`src/rtl/maj_chk_pkg.sv`:
```
// -----------------------------------------------------------------------------
// maj_chk_pkg
// Shared types, default sizes and helpers for the majority exhaustive checker.
//   state_t    : checker sequencing states
//   popcount() : number of set bits in a vector (up to POP_W bits wide)
//   N_IN_DEF   : default number of majority inputs
//   THRESH_DEF : default majority threshold for N_IN_DEF inputs
// -----------------------------------------------------------------------------
package maj_chk_pkg;

   localparam int N_IN_DEF   = 9;
   localparam int THRESH_DEF = 5;

   // popcount() works on a fixed-width argument so callers with any N_IN up
   // to this width can share it; narrower vectors are zero-extended.
   localparam int POP_W = 32;

   typedef enum logic [1:0] {
      IDLE  = 2'd0,
      RUN   = 2'd1,
      DRAIN = 2'd2,
      DONE  = 2'd3
   } state_t;

   function automatic int unsigned popcount(input logic [POP_W-1:0] v);
      int unsigned n;
      n = 0;
      for (int i = 0; i < POP_W; i++) begin
         n = n + 32'(v[i]);
      end
      return n;
   endfunction

endpackage

```
`src/rtl/maj_ref_threshold.sv`:
```
// -----------------------------------------------------------------------------
// maj_ref_threshold
// Combinational golden majority: maj = 1 when popcount(vec) >= THRESH.
// Ports:
//   vec : input vector (N_IN bits, N_IN <= 32)
//   maj : reference majority output
// -----------------------------------------------------------------------------
module maj_ref_threshold
   import maj_chk_pkg::*;
#(
   parameter int N_IN   = N_IN_DEF,
   parameter int THRESH = THRESH_DEF
) (
   input  logic [N_IN-1:0] vec,
   output logic            maj
);

   assign maj = (popcount(POP_W'(vec)) >= THRESH);

endmodule

```
`config.mk`:
```
export PLATFORM = sky130hd
export DESIGN_NAME = maj_ref_threshold
export DESIGN_NICKNAME = d
export VERILOG_FILES = /design/src/rtl/maj_chk_pkg.sv /design/src/rtl/maj_ref_threshold.sv
export SDC_FILE = /design/constraint.sdc
export NUM_CORES = 1
export LEC_CHECK = 0
export ABC_CLOCK_PERIOD_IN_PS = 3400
export BUFFER_PORTS_ARGS = -buffer_cell sky130_fd_sc_hd__buf_2
export CAP_MARGIN = 40
export CORE_AREA = 10 10 47 49
export DETAILED_ROUTE_END_ITERATION = 8
export DIE_AREA = 0 0 57 59
export PLACE_DENSITY = 0.31
export SKIP_LAST_GASP = 1
export SYNTH_ARGS = -nofsm -noshare
export SYNTH_HDL_FRONTEND = slang
export SYNTH_SLANG_ARGS = --single-unit
```
`constraint.sdc`:
```
create_clock -name vclk -period 3.4
set_input_delay 0.34 -clock vclk [all_inputs]
set_output_delay 0.34 -clock vclk [all_outputs]
set_load 0.05 [all_outputs]
```
* Yosys cells after proc, flatten, opt, wreduce, memory -nomap -nowiden
Index checks and enable logic that the tools add are counted.
Word-level totals: flip-flop bits (word level) 0, input bits 9, output and inout bits 1, logic and storage cells 9
Cells by class: add/subtract/negate cells 8, $lt $le $gt $ge 1
Operators with widths (count):
- adder 8 x 1 -> 9 bit | 1
- greater-or-equal comparator 9 x 3 -> 1 bit (second input constant) | 1
- adder 7 x 1 -> 8 bit | 1
- adder 6 x 1 -> 7 bit | 1
- adder 5 x 1 -> 6 bit | 1
- adder 4 x 1 -> 5 bit | 1
- adder 3 x 1 -> 4 bit | 1
- adder 2 x 1 -> 3 bit | 1
- adder 1 x 1 -> 2 bit | 1

* Depth between registers and ports, before layout
depth after elaboration 9, gate-level depth with buffers 10, depth with buffers taken out 10

* Least setup slack after synthesis
OpenSTA, ideal clock, no wires.
path type input -> output, start in vec[0], end out maj, arrival time 3105 ps, required time 3060 ps, setup slack -45 ps, stages 9, path buffers 0, cells stage by stage inv_1 -> fa_1 -> fa_1 -> fa_1 -> fa_1 -> clkinv_1 -> fa_1 -> o22ai_1 -> o21ai_1
Between the ends: longest elaborated chain between the ends 9
Ends and longest elaborated chain:
- from (decl) | line maj_ref_threshold.sv:14 | input logic [N_IN-1:0] vec,
- adder 1 x 1 -> 2 bit | line maj_chk_pkg.sv:29 | n = n + 32'(v[i]);
- adder 2 x 1 -> 3 bit | line maj_chk_pkg.sv:29
- adder 3 x 1 -> 4 bit | line maj_chk_pkg.sv:29
- adder 4 x 1 -> 5 bit | line maj_chk_pkg.sv:29
- adder 5 x 1 -> 6 bit | line maj_chk_pkg.sv:29
- adder 6 x 1 -> 7 bit | line maj_chk_pkg.sv:29
- adder 7 x 1 -> 8 bit | line maj_chk_pkg.sv:29
- adder 8 x 1 -> 9 bit | line maj_chk_pkg.sv:29
- greater-or-equal comparator 9 x 3 -> 1 bit | line maj_ref_threshold.sv:18 | assign maj = (popcount(POP_W'(vec)) >= THRESH);
- to (decl) | line maj_ref_threshold.sv:15 | output logic maj
Every way passes these cells.

* Worst setup path in the final report
Same ends and word-level chain as after synthesis.

==> key figures <==
STA
  – Final Hold Viols: 0
  – Post-route clock period utilization: 102%
  – Tightest Pin Transition: about 0.17 ns
  – Setup TNS: -0.0809 ns
  – # setup viols final: 1
  – RSZ-0062 raised after global routing: yes
  – Slew Viols, Final: 0
  – Final worst path period need: between 3 and 4 ns
  – Worst relative slew slack: about nine tenths
  – Final worst setup slack: -0.0809 ns
  – Peak Freq: 0.287 GHz

Global route
  – GRT Total Usage: 2.55%
  – Initial antenna violation count: 0
  – Largest net degree at the start of global routing: 4
  – Number of global-route vias before repair: between 150 and 200
  – Gr ovfl total: 0
  – First-pass GRT wire length: 772 µm

Route
  – Drt initial violations: 0
  – DRT antenna net count: 0
  – Routed vias: 188
  – DR WL/cell: about 7.8 µm
  – Final wirelength: 422 µm
  – Vias per cell: ~3.5
  – Remaining DRCs: 0
  – Pre-antenna DRT Iters: 1

Job
  – Max Cap Violations: 0

Critical path
  – Crit Path Category: input pin to output port
  – Crit start category: input pin
  – Worst Path Arrival: ~3.1 ns
  – CP Max Fanout: 2
  – CP Data Required Time: 3.06 ns
  – Worst Setup End Kind: output port

Placement
  – GPL Wtd Cong: approximately 0.62
  – Port bufs: 10
  – Cell Count Post-Placement: 54
  – Dpl hpwl: 425 µm
  – Dpl ws: -0.205 ns

Floorplanning
  – Initial Utilization: ~15%
  – Total Die Area: 3360 µm²
  – Row cnt: 14
  – # IOs: 10
  – Die Ht: 59 µm
  – Die Wd: roughly 57 µm
  – Core area: 1400 µm²

Power
  – Internal: roughly 0.053 mW
  – Share of power burned in registers: 0%
  – Peak supply drop: between 0.1 and 0.15 mV
  – Comb power frac: 100.0%
  – Clock power share: 0%
  – PD cells: about 380 nW/µm²
  – Leakage: 0.180 nW
  – Power, Total: ~0.12 mW
  – Sw Share: 55.4%
  – Net Sw Power: roughly 0.066 mW

Final layout
  – Final Non-Filler Cells: 54
  – Ratio of cells with drive above 1 in the final layout: roughly two fifths
  – Seq Cell Count: 0
  – Nets: 56
  – Clock buf count: 0
  – Sequential Area: 0 µm²
  – Fill cells: about 180
  – Area Growth Syn to Fin: 47.0%
  – N_diodes: 0

Synthesis
  – Most frequent cells after synthesis: inv_1 (13), fa_1 (5), clkinv_1 (2), ha_1 (2), nor2b_1 (2)
  – YS warnings: 0
  – Most common cell in the synthesized netlist: inv_1
  – Cell accounting for the most synthesized area: fa_1
  – Synthesized area: 210 µm²
  – Mapped Cells: 27
  – Synth area leaders: fa_1 (48%), inv_1 (23%), ha_1 (12%)
  – Synth unique cells: 8
  – Seq/Total Area, Yosys: 0%
  – Syn_area_per_cell: 7.79 µm²
  – Top-area cell type share of the netlist area: a little under half
  – Net count after synthesis: between 40 and 50

Min path
  – Worst min path class: input pin to output port
  – Min-delay src: vec[4]
  – Hold depth: 7
  – Hold EP: maj

Outcome
  – Status: finished, violations left
  – Violated checks: setup timing

Clocking
  – Setup bufs post-CTS: 0
## repair_timing
action	in CTS	in global routing
endpoints found under the setup margin	1	1
gates resized for setup	4	1
hold buffers	0	0
cloned	0	0
pin swaps	2	2
endpoints found under the hold margin	0	0
## layout make-up
cell class                      instances  area (µm²)  area share, %
Inverter                               15        56.3           18.2
Multi-Input combinational cell         12         169           54.7
Tap cell                               16        20.0           6.48
Timing Repair Buffer                   11        63.8           20.6
## cell usage in the layout (no fill, tap or decap)
| master | Yosys | layout |
|---|---|---|
| a21oi_1 | 1 | 1 |
| buf_2 | 0 | 9 |
| buf_4 | 0 | 1 |
| buf_6 | 0 | 1 |
| clkinv_1 | 2 | 2 |
| fa_1 | 5 | 3 |
| fa_2 | 0 | 2 |
| ha_1 | 2 | 2 |
| inv_1 | 13 | 13 |
| nor2b_1 | 2 | 2 |
| o21ai_2 | 0 | 1 |
| o22ai_2 | 0 | 1 |
## worst max path at each step
| stage | endpoint | from | slack, ns |
|---|---|---|---|
| after floorplan | maj | vec[0] | 0.07 |
| after global placement | maj | vec[0] | -0.16 |
| after detailed placement | maj | vec[0] | -0.20 |
| after CTS | maj | vec[0] | -0.15 |
| after global routing | maj | vec[0] | -0.18 |
| final | maj | vec[0] | -0.08 |
## power by group through the flow
| stage | Sequential (mW) | Clock [mW] | Combinational (mW) |
|---|---|---|---|
| after floorplan | 0 | 0 | 0.0756 |
| after global placement | 0 | 0 | 0.0993 |
| after detailed placement | 0 | 0 | 0.103 |
| after CTS | 0 | 0 | 0.121 |
| after global routing | 0 | 0 | 0.134 |
| final | 0 | 0 | 0.118 |
## metal layers
| layer | share of wire (%) | wire, µm | global-route usage [%] | vias up |
|---|---|---|---|---|
| met2 | 59 | 250 | 5.12 | 4 |
| met3 | 3.8 | 16 | 0.215 | 0 |
| met5 | 0 | 0 | 0 | - |
| met1 | 37 | 156 | 2.98 | 90 |
| met4 | 0 | 0 | 0 | 0 |
| li1 | - | - | - | 94 |
## worst max-delay path: stages
cell and delay [ns]:
buf_2 0.07, inv_1 0.04, fa_1 0.55, fa_1 0.42, fa_1 0.47, fa_2 0.34, clkinv_1 0.07, fa_2 0.43
o22ai_2 0.16, o21ai_2 0.07, buf_6 0.15
## stage by stage
step | instance area, µm² | utilization [%] | hold slack (ns)
2_1_floorplan | 214 | - | 1.32
3_3_place_gp | 292 | 20.8 | 1.52
3_5_place_dp | 292 | 20.8 | 1.53
4_1_cts | 307 | 21.9 | 1.50
5_1_grt | 309 | 22.1 | 1.55
6_report | 309 | 22.1 | 1.50
## cell families after synthesis
family / share of synthesized area, %
compound gates: 7.74
fa+ha+maj: 59.5
buf+inv: 26.8
simple gates: 5.95
No activity file was read; power rests on OpenSTA's default activity.
